$ cat config.mk
export PLATFORM = sky130hd
export DESIGN_NAME = local_mem_result_bank
export DESIGN_NICKNAME = d
export VERILOG_FILES = /design/src/rtl/local_mem_result_bank.sv
export SDC_FILE = /design/constraint.sdc
export NUM_CORES = 1
export LEC_CHECK = 0
export ABC_CLOCK_PERIOD_IN_PS = 5300
export CORE_AREA = 3 3 201 350
export CTS_CLUSTER_DIAMETER = 40
export CTS_CLUSTER_SIZE = 14
export DETAILED_ROUTE_END_ITERATION = 8
export DIE_AREA = 0 0 204 353
export DONT_BUFFER_PORTS = 1
export REMOVE_ABC_BUFFERS = 1
export SLEW_MARGIN = 10
export SYNTH_ARGS = -nofsm -noshare
export SYNTH_HDL_FRONTEND = slang
export SYNTH_SLANG_ARGS = --single-unit
$ cat constraint.sdc
create_clock -name clk -period 5.3 [get_ports clk]
set_clock_uncertainty 0.1 [all_clocks]
set_input_delay 0.795 -clock clk [delete_from_list [all_inputs] [get_ports clk]]
set_output_delay 0.795 -clock clk [all_outputs]
set_load 0.05 [all_outputs]
$ cat src/rtl/local_mem_result_bank.sv
// Multi-entry signed result store: overwrite or accumulate writes, registered reads,
// and a sequencer that zeroes every entry one per cycle between layers.
module local_mem_result_bank #(
    parameter int DATA_W = 32,
    parameter int DEPTH  = 16,
    parameter int ADDR_W = $clog2(DEPTH),
    parameter int SAT_EN = 1
) (
    input  logic              clk,
    input  logic              rst,
    input  logic              read_result_signal,
    input  logic [ADDR_W-1:0] read_result_addr,
    input  logic              write_result_signal,
    input  logic [ADDR_W-1:0] write_result_addr,
    input  logic [DATA_W-1:0] write_result_data,
    input  logic              write_result_mode,
    input  logic              clear_start,
    output logic [DATA_W-1:0] read_result_data,
    output logic              read_result_valid,
    output logic              clear_busy,
    output logic              clear_done,
    output logic              acc_overflow
);

    typedef enum logic {IDLE, CLEAR} state_t;

    localparam logic [ADDR_W:0]   DEPTH_L  = (ADDR_W+1)'(DEPTH);
    localparam logic [ADDR_W-1:0] PTR_LAST = ADDR_W'(DEPTH - 1);
    localparam logic [DATA_W-1:0] SAT_MAX  = {1'b0, {(DATA_W-1){1'b1}}};
    localparam logic [DATA_W-1:0] SAT_MIN  = {1'b1, {(DATA_W-1){1'b0}}};

    logic [DATA_W-1:0] mem [DEPTH];
    state_t            state_reg;
    logic [ADDR_W-1:0] ptr_reg;

    logic              rd_in_range;
    logic              wr_in_range;
    logic              wr_en;
    logic [DATA_W-1:0] wr_cur;
    logic [DATA_W:0]   wr_sum;
    logic              wr_ovf;
    logic [DATA_W-1:0] wr_next;

    assign rd_in_range = {1'b0, read_result_addr}  < DEPTH_L;
    assign wr_in_range = {1'b0, write_result_addr} < DEPTH_L;
    // A clear request in the same cycle takes priority over any write.
    assign wr_en = (state_reg == IDLE) && write_result_signal && !clear_start && wr_in_range;

    always_comb begin
        wr_cur  = wr_in_range ? mem[write_result_addr] : '0;
        wr_sum  = {wr_cur[DATA_W-1], wr_cur} + {write_result_data[DATA_W-1], write_result_data};
        wr_ovf  = write_result_mode && (wr_sum[DATA_W] != wr_sum[DATA_W-1]);
        wr_next = write_result_data;
        if (write_result_mode) begin
            if (wr_ovf && (SAT_EN != 0)) begin
                wr_next = wr_sum[DATA_W] ? SAT_MIN : SAT_MAX;
            end else begin
                wr_next = wr_sum[DATA_W-1:0];
            end
        end
    end

    always_ff @(posedge clk) begin
        if (!rst) begin
            for (int i = 0; i < DEPTH; i++) begin
                mem[i] <= '0;
            end
            state_reg         <= IDLE;
            ptr_reg           <= '0;
            read_result_data  <= '0;
            read_result_valid <= 1'b0;
            clear_busy        <= 1'b0;
            clear_done        <= 1'b0;
            acc_overflow      <= 1'b0;
        end else begin
            // Reads sample the array before this edge's update: read-before-write.
            read_result_valid <= read_result_signal;
            if (read_result_signal && (state_reg == IDLE) && rd_in_range) begin
                read_result_data <= mem[read_result_addr];
            end else begin
                read_result_data <= '0;
            end

            clear_done <= 1'b0;
            case (state_reg)
                IDLE: begin
                    if (clear_start) begin
                        state_reg    <= CLEAR;
                        ptr_reg      <= '0;
                        clear_busy   <= 1'b1;
                        acc_overflow <= 1'b0;
                    end else if (wr_en) begin
                        mem[write_result_addr] <= wr_next;
                        if (wr_ovf) begin
                            acc_overflow <= 1'b1;
                        end
                    end
                end
                CLEAR: begin
                    mem[ptr_reg] <= '0;
                    if (ptr_reg == PTR_LAST) begin
                        state_reg  <= IDLE;
                        ptr_reg    <= '0;
                        clear_busy <= 1'b0;
                        clear_done <= 1'b1;
                    end else begin
                        ptr_reg <= ptr_reg + 1'b1;
                    end
                end
                default: state_reg <= IDLE;
            endcase
        end
    end

endmodule

* After elaboration in Yosys (flattened, before gate mapping)
Memories as Yosys holds them, arrays and structs flattened. A register that Yosys moved wholly into a read port is not among the register bits.
Index checks and enable logic that the tools add are counted.
** Cells by class
- $add $sub $neg :: 2
- Eq/ne operators :: 4
- Mux-type cells :: 31
- Bitwise logic cells :: 1
- Reduce and logical (&&, ||, !) cells :: 14
** Operators by type and width (count)
- 2-to-1 mux 32 bit :: 5
- OR reduction 32 bit :: 2
- adder 32 x 32 -> 33 bit :: 1
- 2-to-1 mux 1 bit :: 19
- 2-to-1 mux 4 bit :: 4
- one-hot mux 4 bit (2 select lines) :: 1
- AND reduction 2 bit :: 3
- adder 4 x 1 -> 4 bit (second input constant) :: 1
- == test 4 bit (second input constant) :: 1
- logical AND 1 bit :: 4
- one-hot mux 1 bit (2 select lines) :: 2
- nonzero test 2 bit :: 2
- AND reduction 3 bit :: 1
- logical NOT 1 bit :: 2
- != test 2 x 1 -> 1 bit (second input constant) :: 1
- != test 2 bit (second input constant) :: 1
- != test 1 bit :: 1
- NOT 1 bit :: 1
** Word-level totals
- Register bits :: 9
- Bits in writable memories :: 512
- Input port bits :: 46
- Output and inout bits :: 36
- Word-level logic and storage cells :: 59
- Memories kept :: 1
** Memories
- mem :: depth 16, width 32, read ports 2, clocked after memory_dff 1, wr ports 16, RTL line 32 : logic [DATA_W-1:0] mem [DEPTH];

* Longest topological paths before layout
Gate-level depths: netlist (run 1).
- Depth in word-level cells :: 11
- Mapped depth :: 18
- Gate-level depth less buffers :: 13

* Worst setup path after synthesis (run 1)
OpenSTA, ideal clock, no wires.
- Path kind :: input -> register
- Start :: input write_result_addr[0]
- End :: memory mem[3][10], data pin
- Library setup time :: 0.269 ns
- Data arrival time :: 5.432 ns
- Data required time :: 4.931 ns
- Setup slack :: -0.501 ns
- Cell stages on the path :: 17
- Buffers on the path :: 5
- Cells stage by stage :: clkbuf_1 > clkbuf_1 > buf_1 > mux4_2 > mux4_2 > ha_1 > fa_1 > a211o_1 > a211o_1 > nand3_1 > a21o_1 > nand4_1 > o2111ai_2 > buf_6 > a2bb2oi_4 > buf_6 > nor2_2
** RTL lines
- start, declared :: RTL line 14 : input logic [ADDR_W-1:0] write_result_addr,
- end, declared :: RTL line 32

==> summary.md, run 1 <==
| Metric | Value |
|---|---|
| R2r startpoint | mem[3][26]$_SDFFCE_PN0P_ |
| Status | complete, no violations |
| Port-buffer cells | 0 |
| Netlist cell types | 69 |
| Setup crit end kind | register |
| Pleak | 11.1 nW |
| Max-slew violations | 0 |
| DR DRC count | 0 |
| Clk sinks | 553 |
| Critical-path top delay cell | mux4_2 |
| Reg2reg end | mem[0][29]$_SDFFCE_PN0P_ |
| Initial DRT Pass Iterations | 8 |
| Worst skew pair latency | 640 ps |
| Syn. warnings | 0 |
| Final setup fails | 0 |
| Syn Inst Count | 2,017 |
| Antenna violations before repair | 1 |
| CP dominant cell by count | mux4_2 |
| Layout cell share with drive strength beyond 1 | 0.367 |
| Sum of buffers and inverters on the critical path | 2 |
| Slowest Stage Delay on Critical Path | 520 ps |
| Clock Path Buffers | 3 |
| Levels on crit path | 14 |
| Detail Route Antenna Nets | 0 |
| Core area | 67,600 um^2 |
| Postcts setup bufs | 0 |
| Post-CTS sizing | 0 |
| DR vias | 18,868 |
| Max Cap Viol | 0 |
| Clock share of power | 0.358 |
| Total Wirelength | 95,700 um |
| R2R depth | 14 |
| Pin count of the biggest net entering global routing | 131 |
| RSZ-0062 raised after global routing | false |
| Vias in the first global route | 19,862 |
| Placer Congestion | 0.938 |
| Switching part of the total | 0.277 |
| Hold Path Class | primary input to register |
| Cell Area, Placed | 31,500 um^2 |
| Crit share post-route | 0.895 |
| Synthesized area | 30,300 um^2 |
| Flop pwr share | 0.445 |
| Setup CP Type | register to register |
| Die area | 72,000 um^2 |
| Crit path DAT | 4980 ps |
| Cell area after layout | 33,400 um^2 |
| Synth Flop Type | edfxtp_1 |
| Comb power frac | 0.197 |
| First-pass GRT wire length | 137,000 um |
| Setup crit start kind | register |
| N_diodes | 0 |
| Tmin final | 4740 ps |
| Iteration-0 DRC count of the detailed router | 2,087 |
| Clock transition at path regs | 60 ps |
| P per Cell Area | 341 nW/um^2 |
| Setup TNS Final | 0 ps |
| Hold Buf Count CTS | 0 |
| Die Y | 353 um |
| Die Wd | 204 um |
| GRT Overall Usage | 0.267 |
| Critical path's top delay family | simple AND/OR/NAND/NOR gates |
| WP data required | 5540 ps |
| Worst Max-Slew Pin Slew | 1210 ps |
| CTS root buffer | clkbuf_16 |
| Synthesized area per cell | 15.0 um^2 |
| Sw Pwr | 3.16 mW |
| GRT overflow | 0 |
| Hold Fails Final Rpt | 0 |
| Asr flop ratio synth | 0 |
| WL/cell | 32.8 um |
| Sequential share of the synthesized area | 0.534 |
| Seq cells post-synth | 553 |
| Most frequent cells after synthesis | edfxtp_1, nor2_1, mux4_2, nor2_2, clkbuf_1 |
| Site Rows | 126 |
| Critical path origin | mem[3][26]$_SDFFCE_PN0P_ |
| Max reg flops | 512 |
| Min Hold Slack | 198 ps |
| CP Capture Point | mem[0][29]$_SDFFCE_PN0P_ |
| Area leader, netlist | edfxtp_1 |
| CTS Buf Count | 58 |
| Layout area overhead | 10.2% |
| Worst slew margin | 0.190 |
| Top cell type's share of synthesized area | 0.507 |
| Reg2reg setup slack | 560 ps |
| Vias per inst | 6.48 |
| CTS tree | done |
| Power Internal | 8.23 mW |
| Starting density of the core | 0.448 |
| Ranking of synthesized cells by area | edfxtp_1, mux4_2, nor2_1 |
| Crit-path cells | mux4_2 > mux4_2 > ha_1 > and4_1 > nand3_1 > nor4_1 > o31ai_1 > and3_1 > xnor2_4 > buf_4 > and2_4 > o31ai_4 > buf_12 > nor2_1 |
| Fmax | 0.211 GHz |
| CP Max Fanout | 16 |
| Top Ports | 82 |
| Nets@finish | 2,051 |
| Worst vdd ir | 278 uV |
| Post-synth EDFFs | 512 |
| Htree depth | 2 |
| Top-count cell post-synth | edfxtp_1 |
| Post-DP HPWL | 55,000 um |
==> worst min-delay path by stage <==
| stage | endpoint | from | slack [ps] | cells past startpoint |
|---|---|---|---|---|
| after floorplan | clear_done$_SDFF_PN0_ | ptr_reg[3]$_SDFFE_PN0P_ | 410 | 2 |
| after global placement | clear_done$_SDFF_PN0_ | ptr_reg[3]$_SDFFE_PN0P_ | 450 | 2 |
| after detailed placement | clear_done$_SDFF_PN0_ | ptr_reg[3]$_SDFFE_PN0P_ | 470 | 2 |
| after CTS | acc_overflow$_SDFFE_PN0P_ | rst | 170 | 2 |
| after global routing | ptr_reg[2]$_SDFFE_PN0P_ | rst | 180 | 1 |
| final | ptr_reg[2]$_SDFFE_PN0P_ | rst | 200 | 1 |
==> layout make-up <==
class | count | area, um^2
inverters | 7 | 26.3
clock inverters | 30 | 308
clock buffers | 76 | 1580
repair buffers | 74 | 943
flip-flops and latches | 553 | 16200
well taps | 896 | 1120
fillers | 5650 | 34200
multi-input cells | 1277 | 13200
==> power groups by stage <==
stage               combinational (mW)  clock, mW  sequential, mW
floorplan                         1.55          0            5.13
global placement                  2.22          0            5.14
detailed placement                2.23          0            5.16
CTS                               2.24       4.14            5.07
global route                      2.35       4.29            5.08
finish                            2.24       4.08            5.07
==> per-stage QoR <==
step           total power [mW]  utilization  setup slack (ps)  cells
2_1_floorplan              6.67            -             -1240   1837
3_3_place_gp               7.36        0.466               121   2807
3_5_place_dp               7.39        0.466              90.5   2807
4_1_cts                    11.5        0.494               548   2913
5_1_grt                    11.7        0.494               340   2913
6_report                   11.4        0.494               558   2913
==> kinds of logic (layout without fill, tap and decap cells) <==
family	after synthesis	after routing	synth area share
xor+xnor	29	29	0.00863
flops	553	553	0.534
simple gates	701	701	0.107
mux	323	323	0.239
fa+ha+maj	34	34	0.0143
compound gates	190	190	0.0639
buf+inv	187	187	0.0329
==> worst register-to-register path, cell delays in order, from the launching register on <==
cell and delay (ps):
edfxtp_1 410, mux4_2 500, mux4_2 520, ha_1 460, and4_1 310, nand3_1 150
nor4_1 410, o31ai_1 160, and3_1 270, xnor2_4 210, buf_4 200, and2_4 180
o31ai_4 300, buf_12 200, nor2_1 60
==> routing by layer <==
layer  vias up  routed length, um  track usage  share of wire
met4         0               5570        0.129          0.058
met3       284               8200       0.0587          0.086
met1      9863              34200        0.325           0.36
met5         -                  0            0              0
li1       7690                  -            -              -
met2      1031              47700        0.449           0.50
==> placed cells by master (no fill, tap or decap), drive strengths merged, types with 5 or more instances in the layout <==
master | Yosys | layout
xor2 | 11 | 11
nand3 | 9 | 9
xnor2 | 18 | 18
edfxtp | 512 | 512
o21a | 9 | 9
nor2b | 36 | 36
nor2 | 539 | 539
o21ai | 29 | 29
a2bb2oi | 31 | 31
dfxtp | 41 | 41
a21oi | 67 | 67
inv | 7 | 15
a21o | 10 | 10
clkbuf | 89 | 76
and2 | 8 | 8
mux4 | 320 | 320
a211oi | 6 | 6
nand2 | 76 | 76
clkinvlp | 0 | 7
buf | 91 | 74
nand3b | 5 | 5
nand4 | 7 | 7
ha | 33 | 33
clkinv | 0 | 13
No activity file was read; power rests on OpenSTA's default activity.
==> run 2: changes to the inputs <==
--- a/config.mk
+++ b/config.mk
@@ -7,7 +7,6 @@
 export LEC_CHECK = 0
 export ABC_CLOCK_PERIOD_IN_PS = 5300
 export CORE_AREA = 3 3 201 350
-export CTS_CLUSTER_DIAMETER = 40
 export CTS_CLUSTER_SIZE = 14
 export DETAILED_ROUTE_END_ITERATION = 8
 export DIE_AREA = 0 0 204 353
==> run 2 against run 1 <==
Worst hold slack improved by 7.6 ps; power fell by 2.1%; cell area fell by 0.57%; combinational power barely moved; largest power group unchanged.
==> summary.md, run 2 (synthesis results as in run 1) <==
| Metric | Value |
|---|---|
| Status | complete, no violations |
| Hold Path Class | primary input to register |
| Max Cap Viol | 0 (unchanged) |
| Layout area overhead | 9.59% |
| Vias per inst | 6.44 (-0.58%) |
| Setup crit start kind | register |
| CTS root buffer | clkbuf_16 |
| Port-buffer cells | 0 (unchanged) |
| Post-DP HPWL | 55,000 um (unchanged) |
| Clock Path Buffers | 3 (unchanged) |
| Top Ports | 82 (unchanged) |
| CTS tree | done |
| Setup crit end kind | register |
| First-pass GRT wire length | 138,000 um (+0.30%) |
| Final setup fails | 0 (unchanged) |
| Hold Fails Final Rpt | 0 (unchanged) |
| N_diodes | 0 (unchanged) |
| Fmax | 0.212 GHz (+0.52%) |
| CP Max Fanout | 16 (unchanged) |
| Hold Buf Count CTS | 0 (unchanged) |
| Postcts setup bufs | 0 (unchanged) |
| DR vias | 18,694 (-0.92%) |
| Cell area after layout | 33,200 um^2 (-0.57%) |
| Pleak | 11.1 nW (-0.67%) |
| WP data required | 5540 ps (about the same) |
| Starting density of the core | 0.448 (unchanged) |
| Initial DRT Pass Iterations | 5 (-3) |
| Total Wirelength | 95,700 um (about the same) |
| Met2 usage | 0.452 (+0.00303) |
| Cell Area, Placed | 31,500 um^2 (unchanged) |
| Worst slew margin | 0.196 (+0.00637) |
| Setup TNS Final | 0 ps (unchanged) |
| Detail Route Antenna Nets | 0 (unchanged) |
| Crit path DAT | 4950 ps (-30 ps) |
| Htree depth | 2 (unchanged) |
| Nets@finish | 2,045 (-0.29%) |
| GRT overflow | 0 (unchanged) |
| Die area | 72,000 um^2 (unchanged) |
| Worst vdd ir | 221 uV (-21%) |
| Antenna violations before repair | 1 (unchanged) |
| Die Y | 353 um (unchanged) |
| Worst skew pair latency | 640 ps (about the same) |
| Met1 usage | 0.323 (-0.00251) |
| Setup CP Type | register to register |
| CTS Buf Count | 52 (-10%) |
| Total Power | 11.1 mW (-2.1%) |
| Die Wd | 204 um (unchanged) |
| Vias in the first global route | 19,767 (-0.48%) |
| Max reg flops | 512 (unchanged) |
| Iteration-0 DRC count of the detailed router | 2,049 (-1.8%) |
| Most common cell after layout, fill and taps aside | edfxtp_1 |
| Pin count of the biggest net entering global routing | 131 (unchanged) |
| Clock transition at path regs | 60 ps (about the same) |
| Max-slew violations | 0 (unchanged) |
| WL/cell | 33.0 um (+0.36%) |
| Commonest non-fill, non-tap cells in the layout | edfxtp_1, nor2_1, mux4_2 |
| Layer with the highest usage | met2 |
| M3 GR Usage | 0.0626 (+0.00387) |
| Layout cell share with drive strength beyond 1 | 0.360 (-0.00764) |
| Crit share post-route | 0.890 (-0.00467) |
| Placer Congestion | 0.938 (unchanged) |
| P per Cell Area | 336 nW/um^2 (-1.6%) |
| Site Rows | 126 (unchanged) |
| Post-CTS sizing | 0 (unchanged) |
| Clk sinks | 553 (unchanged) |
| Core area | 67,600 um^2 (unchanged) |
| GRT Overall Usage | 0.267 (+0.000664) |
| RSZ-0062 raised after global routing | false |
| Worst Max-Slew Pin Slew | 1200 ps (-6.90 ps) |
| Tmin final | 4720 ps (-24.7 ps) |
| DR DRC count | 0 (unchanged) |
## run 2: cell count changes in the layout (fill, tap and decap cells not counted)
cell        previous run  this run
clkinv_8               3         1
clkbuf_8               4         2
clkbuf_16             59        54
bufinv_16              2         5
clkbuf_1              13        17
inv_6                  4         1
clkinvlp_2             1         0
clkinvlp_4             6         1
clkinv_4               5         1
clkinv_1               0         5
clkinv_2               5         9
inv_8                  4         0
## run 2: metrics by stage
stage                     setup slack, ps  utilization  cells  hold slack (ps)
after floorplan                     -1240            -   1837              407
after global placement                121        0.466   2807              447
after detailed placement             90.5        0.466   2807              473
after CTS                             575        0.491   2903              178
after global routing                  358        0.491   2903              187
final                                 583        0.491   2903              206
## run 2: worst max-delay path, cell delays in order (launching register included)
cell and delay [ps]:
edfxtp_1 410, mux4_2 500, mux4_2 520, ha_1 460, and4_1 310, nand3_1 150, nor4_1 410, o31ai_1 160
and3_1 270, xnor2_4 210, buf_4 200, and2_4 180, o31ai_4 300, buf_12 200, nor2_1 60
## run 2: per-layer routing
| layer | vias to the layer above | routed length (um) |
|---|---|---|
| met5 | - | 13 |
| li1 | 7663 | - |
| met3 | 278 | 8750 |
| met4 | 2 | 5300 |
| met1 | 9761 | 33500 |
| met2 | 990 | 48100 |
## run 2: power breakdown
part / switching (mW) / internal (mW) / leakage (nW)
sequential: 0.124 / 4.94 / 5.64
clock: 1.70 / 2.14 / 0.829
combinational: 1.19 / 1.05 / 4.59
## run 2: final timing paths
path	startpoint	end	slack (ps)	depth (start not counted)
worst max-delay path	mem[2][26]$_SDFFCE_PN0P_	mem[15][29]$_SDFFCE_PN0P_	580	14
worst min-delay path	rst	ptr_reg[2]$_SDFFE_PN0P_	210	1
worst max register to register	mem[2][26]$_SDFFCE_PN0P_	mem[15][29]$_SDFFCE_PN0P_	580	14
worst min register to register	ptr_reg[3]$_SDFFE_PN0P_	clear_done$_SDFF_PN0_	500	2
## run 2: area by class of cell
| class | count | area [um^2] |
|---|---|---|
| clock buffer | 73 | 1440 |
| clock inverter | 23 | 255 |
| fill | 5660 | 34400 |
| inverter | 7 | 26.3 |
| multi-input combinational | 1277 | 13200 |
| sequential | 553 | 16200 |
| tap | 896 | 1120 |
| timing repair buffer | 74 | 943 |
